==> src/rtl/clk_div_pkg.sv <==
// Shared definitions for the programmable clock divider chain:
// default widths, standard timebase ratios and the half-period helper.
package clk_div_pkg;

  localparam int unsigned DIV_WIDTH = 10;

  localparam int unsigned DIV_US = 100;
  localparam int unsigned DIV_MS = 1000;
  localparam int unsigned DIV_S  = 1000;

  typedef enum logic [2:0] {
    ACT_HOLD    = 3'd0,
    ACT_COUNT   = 3'd1,
    ACT_WRAP    = 3'd2,
    ACT_RESTART = 3'd3,
    ACT_IDLE    = 3'd4
  } cnt_act_e;

  // Low phase length; an odd ratio puts the extra pulse in the low phase.
  function automatic logic [31:0] ceil_half(input logic [31:0] n);
    return (n >> 1) + {31'd0, n[0]};
  endfunction

endpackage

==> src/rtl/clock_div_prog_edge_detector_rn.sv <==
// Registered rise/fall strobes of a level signal, asynchronous active-low reset.
module edge_detector_rn (
  input  logic clk,
  input  logic reset_n,
  input  logic sig,
  output logic p_edge,
  output logic n_edge
);

  logic r_sig_d;
  logic r_p_edge;
  logic r_n_edge;

  always_ff @(posedge clk or negedge reset_n) begin
    if (!reset_n) begin
      r_sig_d  <= 1'b0;
      r_p_edge <= 1'b0;
      r_n_edge <= 1'b0;
    end else begin
      r_sig_d  <= sig;
      r_p_edge <= sig & ~r_sig_d;
      r_n_edge <= ~sig & r_sig_d;
    end
  end

  assign p_edge = r_p_edge;
  assign n_edge = r_n_edge;

endmodule

==> src/rtl/clock_div_prog.sv <==
// Runtime-programmable divider: counts clk_source pulses, emits tick, a
// near-50% cp square wave and its edge strobes. Ratio 0 parks the stage.
module clock_div_prog
  import clk_div_pkg::*;
#(
  parameter int unsigned WIDTH        = DIV_WIDTH,
  parameter int unsigned DIV_RESET    = DIV_MS,
  parameter bit          LOAD_ON_WRAP = 1'b1
) (
  input  logic             clk,
  input  logic             reset_n,
  input  logic             clk_source,
  input  logic             clr,
  input  logic [WIDTH-1:0] div_in,
  input  logic             div_load,
  output logic [WIDTH-1:0] div_active,
  output logic             tick,
  output logic             cp,
  output logic             p_edge,
  output logic             n_edge
);

  localparam logic [WIDTH-1:0] RESET_DIV = WIDTH'(DIV_RESET);
  localparam logic [WIDTH-1:0] ONE       = WIDTH'(1);

  logic [WIDTH-1:0] r_cnt;
  logic [WIDTH-1:0] r_div_active;
  logic [WIDTH-1:0] r_shadow;
  logic             r_pending;
  logic             r_tick;
  logic             r_cp;

  cnt_act_e         w_act;
  logic             w_last;
  logic             w_load_any;
  logic             w_apply;
  logic [WIDTH-1:0] w_new_div;
  logic [WIDTH-1:0] w_half;
  logic [WIDTH-1:0] w_cnt_next;
  logic [WIDTH-1:0] w_div_next;
  logic [WIDTH-1:0] w_shadow_next;
  logic             w_pending_next;
  logic             w_cp_next;
  logic             w_tick_next;

  // A load in the same cycle as a period boundary overrides the older shadow.
  always_comb begin
    w_load_any = div_load | r_pending;
    w_new_div  = div_load ? div_in : r_shadow;
    w_half     = WIDTH'(ceil_half(32'(r_div_active)));
    w_last     = (r_cnt >= (r_div_active - ONE));
  end

  always_comb begin
    w_act = ACT_HOLD;
    if (clr) begin
      w_act = ACT_RESTART;
    end else if (!LOAD_ON_WRAP && div_load) begin
      w_act = ACT_RESTART;
    end else if (r_div_active == '0) begin
      w_act = ACT_IDLE;
    end else if (clk_source) begin
      w_act = w_last ? ACT_WRAP : ACT_COUNT;
    end
  end

  always_comb begin
    w_cnt_next     = '0;
    w_apply        = 1'b0;
    w_cp_next      = 1'b0;
    w_tick_next    = 1'b0;
    w_div_next     = r_div_active;
    w_shadow_next  = r_shadow;
    w_pending_next = r_pending;

    unique case (w_act)
      ACT_HOLD:  w_cnt_next = r_cnt;
      ACT_COUNT: w_cnt_next = r_cnt + ONE;
      default:   w_cnt_next = '0;
    endcase

    if ((w_act == ACT_HOLD) || (w_act == ACT_COUNT)) begin
      w_cp_next = (w_cnt_next >= w_half);
    end

    w_tick_next = (w_act == ACT_WRAP);

    if ((w_act == ACT_WRAP) || (w_act == ACT_RESTART) || (w_act == ACT_IDLE)) begin
      w_apply = w_load_any;
    end

    if (w_apply) begin
      w_div_next     = w_new_div;
      w_shadow_next  = w_new_div;
      w_pending_next = 1'b0;
    end else if (div_load) begin
      w_shadow_next  = div_in;
      w_pending_next = 1'b1;
    end
  end

  always_ff @(posedge clk or negedge reset_n) begin
    if (!reset_n) begin
      r_cnt        <= '0;
      r_div_active <= RESET_DIV;
      r_shadow     <= RESET_DIV;
      r_pending    <= 1'b0;
      r_tick       <= 1'b0;
      r_cp         <= 1'b0;
    end else begin
      r_cnt        <= w_cnt_next;
      r_div_active <= w_div_next;
      r_shadow     <= w_shadow_next;
      r_pending    <= w_pending_next;
      r_tick       <= w_tick_next;
      r_cp         <= w_cp_next;
    end
  end

  edge_detector_rn u_edge (
    .clk     (clk),
    .reset_n (reset_n),
    .sig     (r_cp),
    .p_edge  (p_edge),
    .n_edge  (n_edge)
  );

  assign div_active = r_div_active;
  assign tick       = r_tick;
  assign cp         = r_cp;

endmodule

==> config.mk <==
export PLATFORM = sky130hd
export DESIGN_NAME = clock_div_prog
export DESIGN_NICKNAME = d
export VERILOG_FILES = /design/src/rtl/clk_div_pkg.sv /design/src/rtl/clock_div_prog_edge_detector_rn.sv /design/src/rtl/clock_div_prog.sv
export SDC_FILE = /design/constraint.sdc
export NUM_CORES = 1
export LEC_CHECK = 0
export BUFFER_PORTS_ARGS = -buffer_cell sky130_fd_sc_hd__buf_2
export CAP_MARGIN = 20
export CORE_MARGIN = 1.5
export CORE_UTILIZATION = 35
export CTS_CLUSTER_SIZE = 25
export DETAILED_ROUTE_END_ITERATION = 8
export MAX_ROUTING_LAYER = met4
export PLACE_DENSITY_LB_ADDON = 0.1
export SYNTH_ARGS = -nofsm -noshare
export SYNTH_HDL_FRONTEND = slang
export SYNTH_SLANG_ARGS = --single-unit
==> constraint.sdc <==
create_clock -name clk -period 4.3 [get_ports clk]
set_input_delay 0.215 -clock clk [delete_from_list [all_inputs] [get_ports clk]]
set_output_delay 0.215 -clock clk [all_outputs]
set_load 0.05 [all_outputs]
-- Word level (Yosys, flattened, before mapping)
Index checks and enable logic that the tools add are counted.
- register bits: 36
- bits in latches: 0
- memory bits (writable): 0
- ROM bits: 0
- bits of input ports: 15
- output and inout port bits: 14
- memories: 0
- $add $sub $neg: 3
- $mul: 0
- divide/modulo/power cells: 0
- magnitude comparators: 2
- eq/ne operators: 4
- shifts and indexed selects: 0
- mux-type cells: 10
- bitwise gates (word level): 5
- reductions and logical operators: 6
- operators by type and width (kind ; number):
    $ge 10x10->1 ; 2
    $pmux 10 s2 ; 1
    $add 10x1->10 const B ; 1
    $add 9x1->10 ; 1
    $logic_not 10->1 ; 1
    $mux 10 ; 1
    $sub 10x1->10 const B ; 1
    $eq 3x2->1 const B ; 2
    $mux 3 ; 2
    $mux 1 ; 4
    $mux 2 ; 2
    $eq 3x1->1 const B ; 1
    $eq 3x3->1 const B ; 1
    $logic_not 3->1 ; 1
    $logic_or 1x1->1 ; 3
    $and 1x1->1 ; 2
    $not 1->1 ; 2
    $reduce_bool 2->1 ; 1
    $or 1x1->1 ; 1

-- Depth between registers and ports, before layout
- depth after elaboration: 11
- depth in mapped cells: 20
- gate-level depth less buffers: 17

-- By module
From an unflattened synthesis, not the netlist that was laid out.
- cells, all modules: 265
- area total of the unflattened synthesis: 2571.2 um^2
- by module, submodules not included (module ; times used ; cells each ; area an instance (um^2)):
    clock_div_prog ; 1 ; 260 ; 2481.1
    edge_detector_rn ; 1 ; 5 ; 90.1

-- Least setup slack after synthesis
OpenSTA, ideal clock, no wires.
- kind: register to register
- start: register r_div_active[2], in the netlist div_active[2]
- end: register r_cp, in the netlist cp
- data arrival time: 3.934 ns
- slack: 0.239 ns
- cell stages (with the launch flop): 21
- path buffers: 3
- clock period less this slack: 4.061 ns
- path through: dfrtp_1 buf_2 nor2_1 nand3_1 nor4_1 nand2_1 xor2_1 ha_1 a21oi_1 nand2_1 and2_1 a311o_1 buf_6 buf_6 nor2_1 ha_1 a21o_1 a211oi_1 o211ai_1 o2111ai_1 a21oi_1
- longest elaborated chain between the ends: 10
- RTL lines (item ; line ; source):
    start: declaration ; clock_div_prog.sv:27 ; logic [WIDTH-1:0] r_div_active;
    start signal: assignment ; clock_div_prog.sv:112 ; r_div_active <= w_div_next;
    $sub 10x1->10 ; clock_div_prog.sv:51 ; w_last = (r_cnt >= (r_div_active - ONE));
    $ge 10x10->1 ; clock_div_prog.sv:51 ;
    $mux 2 ; clock_div_prog.sv:63 ; w_act = w_last ? ACT_WRAP : ACT_COUNT;
    $mux 2 ; clock_div_prog.sv:62 ; end else if (clk_source) begin
    $mux 3 * ; clock_div_prog.sv:60 ; end else if (r_div_active == '0) begin
    $mux 3 * ; clock_div_prog.sv:56 ; if (clr) begin
    $eq 3x1->1 or $logic_not 3->1 (tied branches) ; clock_div_prog.sv:76 ; unique case (w_act)
    $pmux 10 s2 * ; clock_div_prog.sv:76 ;
    named net w_cnt_next[5] ; clock_div_prog.sv:39 ; logic [WIDTH-1:0] w_cnt_next;
    $ge 10x10->1 * ; clock_div_prog.sv:83 ; w_cp_next = (w_cnt_next >= w_half);
    $mux 1 * ; clock_div_prog.sv:82 ; if ((w_act == ACT_HOLD) || (w_act == ACT_COUNT)) begin
    named net w_cp_next ; clock_div_prog.sv:43 ; logic w_cp_next;
    end signal: assignment ; clock_div_prog.sv:116 ; r_cp <= w_cp_next;
    end: declaration ; clock_div_prog.sv:31 ; logic r_cp;
The timed path passes the listed nets; every way through them passes the cells marked *.
A chain may end at the register's enable or synchronous reset.

-- Worst setup path in the final report
- start: register r_div_active[0], in the netlist div_active[0]
- end: register r_cp, in the netlist cp
Same word-level chain as after synthesis.

==> results.md <==
- Status: completed
- Sequential share of the synthesized area: 0.3566
- Setup violations, final: 0
- R2R cell count: 18
- Antenna diodes: 0
- Placed insts: 379
- Core ar.: 0.007176 mm2
- Most common cell after layout, fill and taps aside: buf_2
- Initial antenna violation count: 0
- Maximum vdd drop: 199.9 uV
- CTS clk-pin slew, worst paths: 80 ps
- Max Cap Viol: 0
- Gpl congestion: 0.8314
- Largest net degree at the start of global routing: 37
- M1 WL: 3.075 mm
- Asr flop ratio synth: 1.000
- Setup TNS: 0 ps
- Gr usage total: 0.1768
- First-pass GRT wire length: 10.18 mm
- Grt ovf: 0
- CP Data Arrival Time: 4140 ps
- Setup Skew: 6.372 ps
- Pins Over Slew Limit: 0
- Top_reg_cell synth: dfrtp_1
- DR pass1 iterations: 4
- Initial Utilization: 0.3580
- Reg2reg end: cp$_DFF_PN0_
- Die area: 0.007862 mm2
- Clock root buffer: clkbuf_8
- Syn Area/Cell: 9.693 um2
- Cells after Synth: 265
- Synthesized cell area: 0.002569 mm2
- DRT Wirelength: 6.176 mm
- Worst Hold Class: input pin to asynchronous set/reset pin
- Reg2reg start: div_active[0]$_DFFE_PN0P_
- H-tree Lvls: 2
- Hpwl dp: 4.705 mm
- DRT iter0 DRCs: 53
- Nets: 330
- P per Cell Area: 480.6 mW/mm2
- Most frequent cells in the layout: buf_2 (28), nor2_1 (25), ha_1 (24), dfrtp_1 (24)
- RSZ-0062 raised after global routing: false
- CTS tree: yes
- Worst Setup Start Kind: flip-flop
- Crit Path Category: flip-flop to flip-flop
- CP Max Fanout: 7
- Clock sinks: 36
- Vias: 2024
- Final Hold Vio Count: 0
- Vias in the first global route: 2005
- I/O pin cnt: 29
- Post-synth EDFFs: 0
- FP Rows: 31
- Met3 routed wirelength: 130 um
- DR vias/cell: 5.176
- Flop-to-flop setup slack: 330 ps
- # port buffers: 28
- Post-synthesis net count: 304
- Worst endpoint required time: 4470 ps
- DRC Markers: 0
- Netlist cell types: 49
- Latest clock arrival within the worst-skew pair: 290 ps
- CTS Buf Count: 5
- Critical Path End Type: flip-flop
- Synthesis Warnings: 0
- Max-slew headroom: 0.4385
- Post-route ant nets: 0
- Met2 WL: 2.945 mm
- Top Metal Used: met4
- Die height: 88.67 um
- Share of layout cells above drive strength 1: 0.2740
- Non-Filler Instances: 391
- Clock Path Buffers: 2
- Layout overhead on the synthesized area: 14.86%
- Slew @ Worst Pin: 842.2 ps
- #FFs+latches synth: 36
- Final Cycle Share: 0.9233
- Post-layout min period: 3970 ps
- Leakage: 1.327 nW
- Wire length per cell: 15.80 um
- Chip width: 88.67 um
- Peak Freq: 0.2519 GHz
-- layout make-up --
cell class | count | area (um2)
Tap cell | 99 | 123.9
Sequential cell | 36 | 915.9
Clock buffer | 6 | 82.58
Fill cell | 736 | 4225
Timing Repair Buffer | 36 | 200.2
Multi-Input combinational cell | 207 | 1575
Inverter | 5 | 18.77
Clock inverter | 2 | 33.78
-- cells in the mapped netlist (3+ instances only) --
cell | count | area (um2)
a211oi_1 | 3 | 22.52
a21o_1 | 5 | 37.54
a21oi_1 | 15 | 75.07
a31oi_1 | 3 | 18.77
and3_1 | 9 | 56.30
buf_2 | 7 | 35.03
clkbuf_1 | 6 | 22.52
dfrtp_1 | 24 | 600.6
dfstp_2 | 12 | 315.3
ha_1 | 24 | 300.3
inv_1 | 5 | 18.77
mux2_2 | 9 | 101.4
nand2_1 | 10 | 37.54
nand2b_1 | 3 | 18.77
nand3_1 | 14 | 70.07
nand4_1 | 5 | 31.28
nor2_1 | 27 | 101.4
nor2b_1 | 13 | 81.33
nor3_1 | 3 | 15.01
o221a_2 | 7 | 78.83
o22a_1 | 8 | 70.07
xnor2_1 | 7 | 61.31
xor2_1 | 15 | 131.4
-- cell families after synthesis --
logic type | share of synthesized area
AOI/OAI and AO/OA | 0.1846
muxes | 0.03946
and+or+nand+nor | 0.1856
adders and majority gates | 0.1169
xor gates and xnor gates | 0.07501
DFF | 0.3566
buffers and inverters | 0.04188
-- metrics by stage --
stage | power, W | area, um2 | setup slack [ps] | util | hold WS, ps
CTS | 0.001428 | 2890 | 203.1 | 0.4028 | 55.27
finish | 0.001418 | 2950 | 329.7 | 0.4112 | 30.67
detailed placement | 0.001095 | 2774 | 238.6 | 0.3866 | 378.6
floorplan | 0.0009497 | 2569 | 238.8 | - | -80.59
global route | 0.001523 | 2950 | 7.272 | 0.4112 | 95.97
global placement | 0.001093 | 2774 | 292.4 | 0.3866 | 380.9
-- registers in the layout, indices dropped and copies added, names as in the netlist --
name            cells
cp                  1
div_active         10
r_cnt              10
r_pending           1
r_shadow           10
tick                1
u_edge.n_edge       1
u_edge.p_edge       1
u_edge.r_sig_d      1
-- timing repair --
item,in CTS,in global routing
hold buffers,0,0
gates resized for setup,0,6
hold endpoints to repair,0,0
setup buffers,0,4
setup endpoints to repair,0,1
-- metal layers --
metal	vias up	track usage
met5	-	-
met4	0	0.04403
met3	2	0.03078
met2	26	0.2782
met1	966	0.2355
li1	1030	-
-- worst max-delay path by stage --
stage | from | endpoint | depth (start not counted)
2_1_floorplan | div_active[2]$_DFFE_PN0P_ | cp$_DFF_PN0_ | 20
3_3_place_gp | div_active[0]$_DFFE_PN0P_ | cp$_DFF_PN0_ | 17
3_5_place_dp | div_active[0]$_DFFE_PN0P_ | cp$_DFF_PN0_ | 17
4_1_cts | div_active[0]$_DFFE_PN0P_ | cp$_DFF_PN0_ | 17
5_1_grt | div_active[0]$_DFFE_PN0P_ | cp$_DFF_PN0_ | 17
6_report | div_active[0]$_DFFE_PN0P_ | cp$_DFF_PN0_ | 18
-- where the power goes --
| part | switching (W) | internal [W] |
|---|---|---|
| registers | 0.0000921 | 0.000411 |
| logic | 0.000369 | 0.000228 |
| clock network | 0.000130 | 0.000187 |
| total | 0.000592 | 0.000826 |
-- worst max-delay path, cell delays in order (launching register included) --
cell and delay [ps]:
dfrtp_1 440, inv_1 120, ha_1 210, nand2_1 110
nor3_2 130, xnor2_1 150, ha_1 290, and3_1 240
a221oi_4 340, o21ai_4 140, a311o_2 490, buf_4 180
nor2_2 140, ha_1 260, a21o_1 180, a31oi_1 140
o211ai_1 120, o2111ai_1 120, a21oi_1 80
No activity file was read; power rests on OpenSTA's default activity.
